`src/rtl/stream_width_packer.sv`:
```
// stream_width_packer: packs Ratio narrow input beats into one wide output
// word, placed ahead of the source side of a clock-crossing FIFO.
// A word is emitted once Ratio beats are collected or a beat carrying
// in_last_i arrives. out_keep_o marks the filled lanes and is contiguous
// from lane 0.
//
// Handshake (both sides): a transfer occurs on a rising clk_i edge where
// valid && ready. A producer must hold valid and its payload until that
// edge. Once out_valid_o is high, out_data_o, out_keep_o and out_last_o
// hold until the word is consumed.
module stream_width_packer #(
   parameter int InWidth = 8,
   parameter int Ratio   = 4
) (
   input  logic                       clk_i,
   input  logic                       rst_ni,
   input  logic                       clr_i,
   input  logic [InWidth-1:0]         in_data_i,
   input  logic                       in_last_i,
   input  logic                       in_valid_i,
   output logic                       in_ready_o,
   output logic [InWidth*Ratio-1:0]   out_data_o,
   output logic [Ratio-1:0]           out_keep_o,
   output logic                       out_last_o,
   output logic                       out_valid_o,
   input  logic                       out_ready_i
);

   localparam int OutWidth = InWidth * Ratio;
   localparam int CntW     = $clog2(Ratio);

   // FILL assembles a word and HOLD presents it. The state is exactly out_valid_q.
   typedef enum logic {
      FILL = 1'b0,
      HOLD = 1'b1
   } state_e;

   logic [OutWidth-1:0] data_q, data_d;
   logic [Ratio-1:0]    keep_q, keep_d;
   logic                last_q, last_d;
   logic [CntW-1:0]     cnt_q, cnt_d;
   logic                out_valid_q, out_valid_d;
   state_e              state;
   logic                in_fire;
   logic                out_fire;

   assign state      = out_valid_q ? HOLD : FILL;
   assign in_ready_o = (state == FILL) || out_ready_i;
   assign in_fire    = in_valid_i && in_ready_o;
   assign out_fire   = (state == HOLD) && out_ready_i;

   assign out_data_o  = data_q;
   assign out_keep_o  = keep_q;
   assign out_last_o  = last_q;
   assign out_valid_o = out_valid_q;

   // Next word state: retire the held word, then place an accepted beat in lane cnt_q.
   always_comb begin
      data_d      = data_q;
      keep_d      = keep_q;
      last_d      = last_q;
      cnt_d       = cnt_q;
      out_valid_d = out_valid_q;
      if (out_fire) begin
         // cnt_q already wrapped to 0 when this word completed
         data_d      = '0;
         keep_d      = '0;
         last_d      = 1'b0;
         out_valid_d = 1'b0;
      end
      if (in_fire) begin
         for (int k = 0; k < Ratio; k++) begin
            if (cnt_q == CntW'(k)) begin
               data_d[k*InWidth +: InWidth] = in_data_i;
               keep_d[k]                    = 1'b1;
            end
         end
         if ((cnt_q == CntW'(Ratio - 1)) || in_last_i) begin
            out_valid_d = 1'b1;
            last_d      = in_last_i;
            cnt_d       = '0;
         end else begin
            cnt_d = cnt_q + CntW'(1);
         end
      end
   end

   // Word registers. clr_i has priority over any handshake in the same cycle.
   always_ff @(posedge clk_i or negedge rst_ni) begin
      if (!rst_ni) begin
         data_q      <= '0;
         keep_q      <= '0;
         last_q      <= 1'b0;
         cnt_q       <= '0;
         out_valid_q <= 1'b0;
      end else if (clr_i) begin
         data_q      <= '0;
         keep_q      <= '0;
         last_q      <= 1'b0;
         cnt_q       <= '0;
         out_valid_q <= 1'b0;
      end else begin
         data_q      <= data_d;
         keep_q      <= keep_d;
         last_q      <= last_d;
         cnt_q       <= cnt_d;
         out_valid_q <= out_valid_d;
      end
   end

`ifndef SYNTHESIS
   // Lane indexing and counter wrap rely on a power-of-two Ratio of at least 2.
   if ((Ratio < 2) || ((Ratio & (Ratio - 1)) != 0)) begin : g_ratio_chk
      $error("stream_width_packer: Ratio must be a power of two >= 2");
   end

   // A stalled word must not change under the consumer.
   a_stable_stall : assert property (@(posedge clk_i) disable iff (!rst_ni)
      (out_valid_o && !out_ready_i && !clr_i) |=>
      ($stable(out_data_o) && $stable(out_keep_o) && $stable(out_last_o) && out_valid_o));

   // A presented word always carries at least one lane.
   a_keep_nonzero : assert property (@(posedge clk_i) disable iff (!rst_ni)
      out_valid_o |-> (out_keep_o != '0));
`endif

endmodule

```
`config.mk`:
```
export PLATFORM = sky130hd
export DESIGN_NAME = stream_width_packer
export DESIGN_NICKNAME = d
export VERILOG_FILES = /design/src/rtl/stream_width_packer.sv
export SDC_FILE = /design/constraint.sdc
export NUM_CORES = 1
export LEC_CHECK = 0
export BUFFER_PORTS_ARGS = -buffer_cell sky130_fd_sc_hd__buf_2
export CAP_MARGIN = 20
export CORE_ASPECT_RATIO = 0.6
export CORE_MARGIN = 2
export CORE_UTILIZATION = 55
export CTS_CLUSTER_DIAMETER = 80
export DETAILED_ROUTE_END_ITERATION = 10
export PLACE_DENSITY = 0.84
export SKIP_CTS_REPAIR_TIMING = 1
export SKIP_LAST_GASP = 1
export SYNTH_ARGS = -nofsm -noshare
export SYNTH_HDL_FRONTEND = slang
export SYNTH_SLANG_ARGS = --single-unit
```
`constraint.sdc`:
```
create_clock -name clk_i -period 3.5 [get_ports clk_i]
set_clock_uncertainty 0.1 [all_clocks]
set_input_delay 0.525 -clock clk_i [delete_from_list [all_inputs] [get_ports clk_i]]
set_output_delay 0.525 -clock clk_i [all_outputs]
set_load 0.02 [all_outputs]
```
==> flow_summary.yaml <==
clock_network:
  h-tree-depth: 2
  cts_buffer_depth: 2
  cts_tree: "built"
  cts_root_buf: "clkbuf_8"
  numCtsBuffers: 5
  path_clk_slew_ns: 0.09
  clk_latency_ns: 0.29
  clkSinkCount: 40
grt:
  first_global_vias: 1346
  antenna_found_initial: 0
  use_met3_pct: 5.784
  grt_use_total_pct: 22.91
  grt_pass1_wl_microns: 6589
  global_route.overflow_total: 0
  use_met2_pct: 34.91
  grt_busiest_layer: "met2"
  grt_start_max_net_pins: 41
  use_met1_pct: 32.27
detailed_routing:
  drt_pass1_iterations: 4
  drc: 0
  vias_per_cell: 5.214
  vias: 1314
  routed_wl_microns: 3816
  wl_per_cell_microns: 15.14
  ant_nets: 0
  initialDrtViolationCount: 113
synthesis:
  synth-seq-cells: 40
  synth_top_family_by_area: "multiplexers"
  ys_seq_area_share_pct: 55.33
  synth_xor_area_share_pct: 0
  synth-warning-count: 0
  synth_area_per_cell_sq_um: 11.67
  synth-compound-area-share_pct: 3.734
  syn_inst: 155
  syn_nets: 173
  synthMuxAreaShare_pct: 17.70
  synth-simple-area-share_pct: 15.21
  synth_area_sq_mm: 0.001809
  synth_cell_types: 22
  synth_fa_ha_area_share_pct: 2.766
placed_design:
  place_congestion: 0.9069
  portBuffers: 52
  dpl.cell_count: 244
  hpwl_microns: 2734
  postPlaceCellArea_sq_mm: 0.002058
floorplan:
  fp.coreArea_sq_mm: 0.003203
  die_w_microns: 78.05
  die_area_sq_mm: 0.003779
  rows: 16
  die_h_microns: 48.43
  initial_core_util_pct: 56.48
  ios: 53
final_layout:
  drive_gt1_share_pct: 32.85
  final_cell_area_sq_mm: 0.002175
  final_core_util_pct: 67.89
  diodes: 0
  register_area_sq_mm: 0.001001
  final_common_cell: "buf_2"
  final_cell_mix: "52 x buf_2, 40 x dfrtp_1, 37 x nand2_1, 32 x mux2i_1, 8 x nand2b_1"
  fillers: 268
  nets: 224
  multi_input_area_sq_um: 713.2
  syn_to_final_growth_pct: 20.19
  finalNonFillerCells: 252
worst_setup_path:
  crit_path_end_kind: "output port"
  cp_data_arrival_time_ns: 1.17
  worst-path-max-fanout: 8
  critPathMaxStageDelay_ns: 0.40
  worst_setup_path_start_kind: "flip-flop"
  cp_cell_sequence: "nor2b_4 -> inv_6 -> buf_2"
  critPathSlowestCell: "dfrtp_1"
  critPathLaunch: "out_valid_o$_DFF_PN0_"
  crit_family: "flip-flops"
  crit_buf_inv: 2
  r2r-start: "cnt_q[0]$_DFFE_PN0P_"
  path_class: "reg -> out"
  cp_data_required_time_ns: 2.87
timing:
  final.setup.tns_ns: 0
  rsz0062_at_grt: "no"
  fmax_mhz: 558.1
  fin_crit_sh_pct: 51.19
  slew_violations: 0
  layout_min_cycle_time_ns: 1.792
  worstMarginPinSlew_ns: 0.8713
  setup_viol: 0
  hold_viol_final: 0
  slew_headroom_pct: 41.91
run_status:
  status: "complete, no violations"
flow_run:
  maxCapViolations: 0
hold_path:
  hp-class: "in -> async"
pwr:
  max-vdd-ir-drop_uv: 270.4
  p_leak_nw: 1.284
  p_per_area_mw_per_mm2: 444.6
  power.total_mw: 0.9669
==> stage by stage <==
stage	hold slack (ns)	setup WS, ns
finish	0.2268	1.708
global route	0.2908	1.652
CTS	0.2607	1.689
detailed placement	0.3910	1.799
global placement	0.3862	1.826
floorplan	0.1294	2.070
==> worst reg2reg max path: cells and delay by family, from the launching register on <==
family                   cells  cell delay [ns]
buffers and inverters        1             0.12
adder cells (fa/ha/maj)      1             0.18
multiplexers                 1             0.26
flip-flops                   1             0.41
AND/OR/NAND/NOR              1             0.28
==> layout make-up <==
| type | count | area share [%] |
|---|---|---|
| clock buffer | 5 | 3.165 |
| inverter | 4 | 0.9206 |
| multi-input combinational | 102 | 32.80 |
| sequential | 40 | 46.03 |
| tap | 45 | 2.589 |
| timing repair buffer | 53 | 12.31 |
| clock inverter | 3 | 2.186 |
==> where the power goes <==
part	leakage (nW)	switching [mW]	total, mW	internal, mW
logic	0.676	0.0673	0.100	0.0328
registers	0.550	0.00849	0.483	0.475
clock network	0.0583	0.169	0.383	0.215
==> metal layers <==
metal | routed length (microns) | up-vias
met1 | 1754 | 632
met2 | 1738 | 55
met4 | 68 | 0
met5 | 0 | -
met3 | 254 | 10
li1 | - | 617
==> state kept, by name (all words and copies together) (netlist names) <==
register,cells
out_valid_o,1
out_keep_o,4
out_last_o,1
cnt_q,2
out_data_o,32
==> cell usage after synthesis <==
cell type  count  area [sq um]
mux2i_1       32         320.3
nand2b_1       8         50.05
nand3_4        1         17.52
buf_8          1         15.01
a21oi_2        1         8.760
nor2b_4        1         13.76
a31o_1         1         8.760
buf_6          3         33.78
nand3_2        3         30.03
nor4b_1        1         8.760
clkbuf_1       1         3.750
inv_6          1         8.760
dfrtp_1       40          1001
nor2_1         1         3.750
buf_4          1         7.510
ha_1           4         50.05
nand2_1       37         138.9
buf_2          3         15.01
a21oi_1        7         35.03
inv_1          3         11.26
o21ai_0        3         15.01
nand4_1        2         12.51
==> cell families (layout without fill, tap and decap cells) <==
kind of cell,after synthesis,after routing
adder cells (fa/ha/maj),4,4
AND/OR/NAND/NOR,54,54
flip-flops,40,40
multiplexers,32,32
AO/OA/AOI/OAI,12,12
buffers and inverters,13,65
==> worst paths after layout <==
check / end / slack, ns / cells after the start
hold / removal: out_data_o[19]$_DFF_PN0_ / 0.23 / 1
min in group clk_i: out_last_o$_DFF_PN0_ / 0.41 / 1
max in group asynchronous: out_data_o[9]$_DFF_PN0_ / 2.51 / 1
setup / recovery: in_ready_o / 1.71 / 3
hold reg to reg: out_last_o$_DFF_PN0_ / 0.41 / 1
setup reg to reg: out_data_o[21]$_DFF_PN0_ / 2.07 / 4
Note: power is estimated with default switching activity, not from simulation.
